**config.mk**
```make
export PLATFORM = sky130hd
export DESIGN_NAME = ped_button_conditioner_flat
export DESIGN_NICKNAME = d
export VERILOG_FILES = /design/src/rtl/ped_button_conditioner_if.sv /design/src/rtl/ped_button_conditioner.sv /design/src/flat_wrapper.sv
export SDC_FILE = /design/constraint.sdc
export NUM_CORES = 1
export LEC_CHECK = 0
export CAP_MARGIN = 20
export CORE_MARGIN = 1.5
export CORE_UTILIZATION = 40
export DETAILED_ROUTE_END_ITERATION = 8
export GPL_TIMING_DRIVEN = 0
export MAX_ROUTING_LAYER = met4
export PLACE_DENSITY = 0.67
export SETUP_SLACK_MARGIN = 0.4
export SLEW_MARGIN = 15
export SYNTH_ARGS = -nofsm -noshare
export SYNTH_HDL_FRONTEND = slang
export SYNTH_SLANG_ARGS = --single-unit
```
**constraint.sdc**
```tcl
create_clock -name clk -period 2 [get_ports clk]
set_input_delay 0.2 -clock clk [delete_from_list [all_inputs] [get_ports clk]]
set_output_delay 0.2 -clock clk [all_outputs]
set_load 0.02 [all_outputs]
```
**src/rtl/ped_button_conditioner_if.sv**
```systemverilog
// Pedestrian button conditioner signal bundle: raw button and controller status in,
// request, lamp, debounced level and press statistics out.
interface ped_button_conditioner_if #(
  parameter int unsigned CNT_W = 8
);
  logic             btn_raw;
  logic             ped_active;
  logic             ped_req;
  logic             ped_wait;
  logic             btn_clean;
  logic [CNT_W-1:0] accept_cnt;
  logic [CNT_W-1:0] drop_cnt;

  modport master (
    output btn_raw, ped_active,
    input  ped_req, ped_wait, btn_clean, accept_cnt, drop_cnt
  );

  modport slave (
    input  btn_raw, ped_active,
    output ped_req, ped_wait, btn_clean, accept_cnt, drop_cnt
  );
endinterface

```
**src/rtl/ped_button_conditioner.sv**
```systemverilog
// Pedestrian call button front end: synchronise, debounce and edge-detect the button,
// then hold a request for the light controller until served, with a post-crossing lockout.
module ped_button_conditioner #(
  parameter int unsigned DEBOUNCE_CYCLES = 4,
  parameter int unsigned LOCKOUT_CYCLES  = 8,
  parameter int unsigned CNT_W           = 8
) (
  input logic                     clk,
  input logic                     rst_n,
  ped_button_conditioner_if.slave bus
);

  localparam int unsigned DCNT_W = $clog2(DEBOUNCE_CYCLES);
  localparam int unsigned LCNT_W = $clog2(LOCKOUT_CYCLES + 1);
  localparam logic [CNT_W-1:0] CNT_MAX = '1;

  typedef enum logic [1:0] {
    IDLE    = 2'd0,
    PENDING = 2'd1,
    SERVING = 2'd2,
    LOCKOUT = 2'd3
  } state_t;

  state_t            state, state_nxt;
  logic [LCNT_W-1:0] lcnt, lcnt_nxt;
  logic [DCNT_W-1:0] dcnt;
  logic              s1, s2;
  logic              btn_clean_q, btn_clean_d;
  logic              press;
  logic              acc_inc, drop_inc;
  logic              ped_req_q, ped_wait_q;
  logic [CNT_W-1:0]  accept_q, drop_q;

  // Two-flop synchroniser, debounce filter and release-insensitive press detect
  always_ff @(posedge clk or negedge rst_n) begin
    if (!rst_n) begin
      s1          <= 1'b0;
      s2          <= 1'b0;
      btn_clean_q <= 1'b0;
      btn_clean_d <= 1'b0;
      dcnt        <= '0;
    end else begin
      s1          <= bus.btn_raw;
      s2          <= s1;
      btn_clean_d <= btn_clean_q;
      if (s2 == btn_clean_q) begin
        dcnt <= '0;
      end else if (dcnt == DCNT_W'(DEBOUNCE_CYCLES - 1)) begin
        btn_clean_q <= s2;
        dcnt        <= '0;
      end else begin
        dcnt <= dcnt + DCNT_W'(1);
      end
    end
  end

  assign press = btn_clean_q & ~btn_clean_d;

  // Request FSM state register
  always_ff @(posedge clk or negedge rst_n) begin
    if (!rst_n) begin
      state <= IDLE;
      lcnt  <= '0;
    end else begin
      state <= state_nxt;
      lcnt  <= lcnt_nxt;
    end
  end

  // Next state and press accounting; every press outside an open IDLE slot is a drop
  always_comb begin
    state_nxt = state;
    lcnt_nxt  = lcnt;
    acc_inc   = 1'b0;
    drop_inc  = 1'b0;
    case (state)
      IDLE: begin
        if (press) begin
          if (bus.ped_active) begin
            drop_inc = 1'b1;
          end else begin
            acc_inc   = 1'b1;
            state_nxt = PENDING;
          end
        end
      end
      PENDING: begin
        drop_inc = press;
        if (bus.ped_active) state_nxt = SERVING;
      end
      SERVING: begin
        drop_inc = press;
        if (!bus.ped_active) begin
          state_nxt = LOCKOUT;
          lcnt_nxt  = LCNT_W'(LOCKOUT_CYCLES - 1);
        end
      end
      LOCKOUT: begin
        drop_inc = press;
        if (lcnt == '0) state_nxt = IDLE;
        else            lcnt_nxt  = lcnt - LCNT_W'(1);
      end
      default: state_nxt = IDLE;
    endcase
  end

  // Registered Moore outputs and saturating statistics
  always_ff @(posedge clk or negedge rst_n) begin
    if (!rst_n) begin
      ped_req_q  <= 1'b0;
      ped_wait_q <= 1'b0;
      accept_q   <= '0;
      drop_q     <= '0;
    end else begin
      ped_req_q  <= (state_nxt == PENDING);
      ped_wait_q <= (state_nxt == PENDING);
      if (acc_inc && (accept_q != CNT_MAX)) accept_q <= accept_q + CNT_W'(1);
      if (drop_inc && (drop_q != CNT_MAX))  drop_q   <= drop_q + CNT_W'(1);
    end
  end

  assign bus.ped_req    = ped_req_q;
  assign bus.ped_wait   = ped_wait_q;
  assign bus.btn_clean  = btn_clean_q;
  assign bus.accept_cnt = accept_q;
  assign bus.drop_cnt   = drop_q;

endmodule

```
**src/flat_wrapper.sv**
```systemverilog
// flat-port wrapper written by rule: the top's interface ports become plain ports
module ped_button_conditioner_flat 
#(
  parameter int unsigned DEBOUNCE_CYCLES = 4,
  parameter int unsigned LOCKOUT_CYCLES  = 8,
  parameter int unsigned CNT_W           = 8
)
  (clk, rst_n, bus_btn_raw, bus_ped_active, bus_ped_req, bus_ped_wait, bus_btn_clean, bus_accept_cnt, bus_drop_cnt);
  ped_button_conditioner_if #(.CNT_W(CNT_W)) bus_i ();
  input logic clk;
  input logic rst_n;
  input wire logic [$bits(bus_i.btn_raw)-1:0] bus_btn_raw;
  input wire logic [$bits(bus_i.ped_active)-1:0] bus_ped_active;
  output wire logic [$bits(bus_i.ped_req)-1:0] bus_ped_req;
  output wire logic [$bits(bus_i.ped_wait)-1:0] bus_ped_wait;
  output wire logic [$bits(bus_i.btn_clean)-1:0] bus_btn_clean;
  output wire logic [$bits(bus_i.accept_cnt)-1:0] bus_accept_cnt;
  output wire logic [$bits(bus_i.drop_cnt)-1:0] bus_drop_cnt;
  assign bus_i.btn_raw = bus_btn_raw;
  assign bus_i.ped_active = bus_ped_active;
  assign bus_ped_req = bus_i.ped_req;
  assign bus_ped_wait = bus_i.ped_wait;
  assign bus_btn_clean = bus_i.btn_clean;
  assign bus_accept_cnt = bus_i.accept_cnt;
  assign bus_drop_cnt = bus_i.drop_cnt;
  ped_button_conditioner #(.DEBOUNCE_CYCLES(DEBOUNCE_CYCLES), .LOCKOUT_CYCLES(LOCKOUT_CYCLES), .CNT_W(CNT_W)) u_core (.clk(clk), .rst_n(rst_n), .bus(bus_i));
endmodule
```
---- Yosys cells after proc, flatten, opt, wreduce, memory -nomap -nowiden ----
Cells that the tools add are included.
W data, S select, Z words.
storage, ports and cells
  latch bits .............................. 0
  input port bits ......................... 4
  output and inout bits ................... 19
  flip-flop bits (word level) ............. 29
  memory bits (read-only) ................. 0
  bits in writable memories ............... 0
  memories ................................ 0
operators by class
  order comparisons ....................... 0
  $mul .................................... 0
  bitwise operators ....................... 3
  shift operators ......................... 0
  divide/modulo/power cells ............... 0
  reduce and logical (&&, ||, !) cells .... 8
  equal/unequal tests ..................... 10
  mux-type cells .......................... 17
  add/sub/neg operators ................... 4
operators with widths
  cell                   count
  $add A8 B1 Y8 const B  2
  $ne A8 B8 Y1 const B   2
  $mux W2                7
  $mux W4                2
  $pmux W2 S4            1
  $pmux W4 S2            1
  $eq A2 B2 Y1 const B   3
  $mux W1                5
  $eq A2 B1 Y1 const B   2
  $logic_not A4 Y1       1
  $ne A2 B2 Y1 const B   2
  $sub A4 B1 Y4 const B  1
  $reduce_and A3 Y1      1
  $reduce_or A3 Y1       1
  $add A2 B1 Y2 const B  1
  $logic_and A1 B1 Y1    2
  $logic_not A2 Y1       1
  $not A1 Y1             2
  $pmux W1 S2            1
  $reduce_and A2 Y1      1
  $reduce_bool A2 Y1     1
  $and A1 B1 Y1          1
  $eq A1 B1 Y1           1

---- Depth between registers and ports, before layout ----
  depth in word-level cells ............... 5
  mapped depth ............................ 6
  depth with buffers taken out ............ 6

---- Worst setup path before layout ----
Ideal clock, no wire load.
  path type ............................... flip-flop to flip-flop
  start point ............................. reg u_core.state[0]
  end point ............................... reg u_core.accept_q[5], in the netlist u_core.bus.accept_cnt[5]
  clock period less this slack ............ 1.648 ns
  required time ........................... 1.873 ns
  path slack .............................. 0.352 ns
  data arrival time ....................... 1.520 ns
  setup time .............................. 0.127 ns
  path buffers ............................ 1
  cell stages (with the launch flop) ...... 6
  cells stage by stage .................... dfrtp_1 -> buf_6 -> or3_4 -> nor3_4 -> and3_1 -> mux2_1
between the ends
  cells in the longest elaborated chain, start to end .. 3
ends and longest elaborated chain
  what                      RTL line                       RTL
  start: declaration        ped_button_conditioner.sv:24   state_t state, state_nxt;
  start signal: assignment  ped_button_conditioner.sv:65   state <= state_nxt;
  $logic_not A2 Y1          ped_button_conditioner.sv:76   case (state)
  $mux W1                   ped_button_conditioner.sv:76
  $logic_and A1 B1 Y1       ped_button_conditioner.sv:117  if (acc_inc && (accept_q != CNT_MAX)) accept_q <= accept_q + CNT_W'(1);
  end signal: assignment    ped_button_conditioner.sv:117
  end: declaration          ped_button_conditioner.sv:32   logic [CNT_W-1:0] accept_q, drop_q;
Every way passes these cells.
A chain may end at the register's enable or synchronous reset.

---- Final worst setup path ----
  start point ............................. in bus_ped_active
  end point ............................... reg u_core.accept_q[5], in the netlist u_core.bus.accept_cnt[5]
between the ends
  cells in the longest elaborated chain, start to end .. 4
ends and longest elaborated chain
  what                 RTL line                       RTL
  start: declaration   flat_wrapper.sv:13             input wire logic [$bits(bus_i.ped_active)-1:0] bus_ped_active;
  $mux W1              ped_button_conditioner.sv:79   if (bus.ped_active) begin
  $mux W1              ped_button_conditioner.sv:78   if (press) begin
  $mux W1              ped_button_conditioner.sv:76
  $logic_and A1 B1 Y1  ped_button_conditioner.sv:117
Every way passes these cells.

==> metrics <==
WP buf/inv 1; clock slew at reported path FFs 0.09 ns; placed insts 194; root buffer cell clkbuf_4; Most used DFF post-synth dfrtp_1; EDFF count, synth 0; share of layout cells above drive strength 1 0.219; worst skew pair latency 0.32 ns; Syn Area/Cell 11.1 um^2; area of the multi-input gates 676 um^2; CP Capture Type register; Slew @ Worst Pin 0.652 ns; setup ws final 0.355 ns; Crit Path Class input pin to register; CTS tree yes; Post-DP HPWL 1900 um; vias per cell 5.14; Worst EP required 2.21 ns; largest net degree at the start of global routing 30; fmax 0.608 GHz; r2r endpoint u_core.bus.accept_cnt[5]; Worst EP arrival 1.85 ns; Synth warnings 0; CP Max Fanout 6; Die Height 62.0 um; Worst Hold Class input pin to register; worst-path cell with the longest stage delay clkdlybuf4s50_1; number of max-cap violations 0; total power 2.10 mW; initial core utilization 0.418; hold wc startpoint bus_btn_raw; Total Routed Length 2880 um; FF+latch count, synth 29; cell area after synthesis 0.00139 mm^2; DP Worst Slack 0.0112 ns; CP Depth 5; Congestion Overflow GR 0; Synth top area share 0.521; worst-case clock buffer depth 2; first-pass GRT wire length 4580 um; drt first-iter violations 44; flop2flop setup slack 0.36 ns; Yosys top cell by area dfrtp_1; Finished Layout Cells 206; Num CTS Buffers 5; # diodes 0; Min-Delay Endpoint u_core.s1; Post-Syn Nets 134; ANT nets after route 0; status completed; CP max stage delay 0.53 ns; Die Width 62.0 um; Avg WL per Cell 14.0 um; Total Routing Usage GR 0.174; final setup fails 0; startpoint type of the worst setup path input pin; vias in the first global route 1021; origin of the critical flop-to-flop path u_core.state[0]; Final Instance Area 0.00183 mm^2; Fin. Hold Viols 0; RSZ-0062 raised after global routing true; I/O pins 23; core area 0.00334 mm^2; H-Tree Depth 2; Yosys cell types 38; final worst path period need 1.64 ns; DIE AREA 0.00385 mm^2; initial antenna violation count 0; ys async rst share 1.00; Area contributors post-synth dfrtp_1 (52%), mux2_2 (4.0%), ha_1 (3.6%), nand3_1 (3.6%), mux2_1 (3.2%); worst vdd ir 0.549 mV; worst path cell trace clkdlybuf4s50_1, or3_4, nor3_4, and3_4, mux2_4; GPL Wtd Cong 0.776; Worst Hold Path Cells 1; Storage cell area 728 um^2; R2R cell count 5; Worst slew margin 0.565; crit share post-route 0.822; Pre-Repair DR Iteration Count 4; Site Rows 21; via count 1058; fillers 314; sequential fraction of the synthesis area 0.521; Lkg Pwr 0.958 nW; Worst Clk Skew 0.00916 ns; CP delay by family, top simple AND/OR/NAND/NOR gates; DRC 0; Post-Synthesis Cells 126; Clock Sink Count 29; Post-DP Area 0.00167 mm^2; Final nets 168; layout overhead on the synthesized area 31.0%; max-slew violation count 0; Setup TNS Final 0 ns; # port buffers 22; PwrDens 1150 mW/mm^2
repair_timing:
item,in CTS,in global routing
endpoints found under the setup margin,15,22
pin swaps,1,2
setup buffers,3,1
gates resized for setup,12,17
hold endpoints to repair,29,0
hold buffers,1,0
per-layer routing:
| layer | up-vias | GRT usage | part of all wire |
|---|---|---|---|
| met4 | 0 | 0.0729 | 0.0066 |
| met1 | 515 | 0.208 | 0.45 |
| met5 | - | - | 0 |
| met3 | 2 | 0.0642 | 0.040 |
| met2 | 22 | 0.263 | 0.51 |
| li1 | 519 | - | - |
area by class of cell:
class | instances | area share
multi-input cells | 88 | 0.370
clock buffers | 6 | 0.0226
repair buffers | 27 | 0.149
well taps | 46 | 0.0315
plain buffers | 3 | 0.0130
inverters | 6 | 0.0123
clock inverters | 1 | 0.00274
flip-flops and latches | 29 | 0.399
layout by cell type, fill, tap and decap left out, drive strengths merged, types with 3 or more instances in the layout:
cell type      Yosys  final
dfrtp             29     29
nand3             10     10
nand2             10     10
dlymetal6s2s       0     10
mux2              10     10
dlygate4sd2        0      7
buf                2      7
clkbuf             1      7
inv                6      6
nor2               6      6
a21oi              5      5
o21ai              5      5
nor3               5      5
clkdlybuf4s50      0      4
ha                 4      4
xnor2              3      3
nand4              3      3
and4               3      3
nand2b             3      3
stage by stage:
| stage | utilization | hold WS (ns) |
|---|---|---|
| 2_1_floorplan | - | -0.0956 |
| 3_3_place_gp | 0.502 | 0.343 |
| 3_5_place_dp | 0.500 | 0.264 |
| 4_1_cts | 0.527 | 0.298 |
| 5_1_grt | 0.547 | 0.292 |
| 6_report | 0.547 | 0.315 |
flip-flops by register name, indices dropped and copies added (netlist names):
| signal | flops |
|---|---|
| u_core.dcnt | 2 |
| u_core.bus.ped_req | 1 |
| u_core.state | 2 |
| u_core.s1 | 1 |
| u_core.s2 | 1 |
| u_core.bus.btn_clean | 1 |
| u_core.lcnt | 4 |
| u_core.bus.drop_cnt | 8 |
| u_core.btn_clean_d | 1 |
| u_core.bus.accept_cnt | 8 |
synth_stat cells, types with 2 or more instances:
library cell   n
a21oi_1        5
a22oi_1        2
and4_1         3
dfrtp_1       29
ha_1           4
inv_1          6
mux2_1         4
mux2_2         5
nand2_1       10
nand2b_1       3
nand3_1       10
nand4_1        3
nor2_1         5
nor2b_1        2
nor3_1         4
nor4_1         2
o21ai_0        5
xnor2_1        3
xor2_1         2
power breakdown:
group          internal, mW  switching, mW
clock network         0.129          0.193
logic                 0.416          0.440
registers             0.755          0.171
worst max-delay path by stage:
stage / from / endpoint / slack, ns
after global placement: bus_ped_active / u_core.bus.accept_cnt[6] / 0.03
after global routing: u_core.bus.drop_cnt[0] / u_core.bus.drop_cnt[6] / 0.31
after floorplan: u_core.state[0] / u_core.bus.accept_cnt[5] / 0.40
final: bus_ped_active / u_core.bus.accept_cnt[5] / 0.36
after detailed placement: bus_ped_active / u_core.bus.accept_cnt[6] / 0.01
after CTS: u_core.state[0] / u_core.bus.accept_cnt[6] / 0.36
logic make-up after synthesis:
family / after synthesis / synth area share
compound gates: 19 / 0.0880
xor+xnor: 5 / 0.0314
fa+ha+maj: 4 / 0.0359
buf+inv: 9 / 0.0323
flops: 29 / 0.521
mux: 11 / 0.0907
simple gates: 49 / 0.201
No activity file was read; power rests on OpenSTA's default activity.
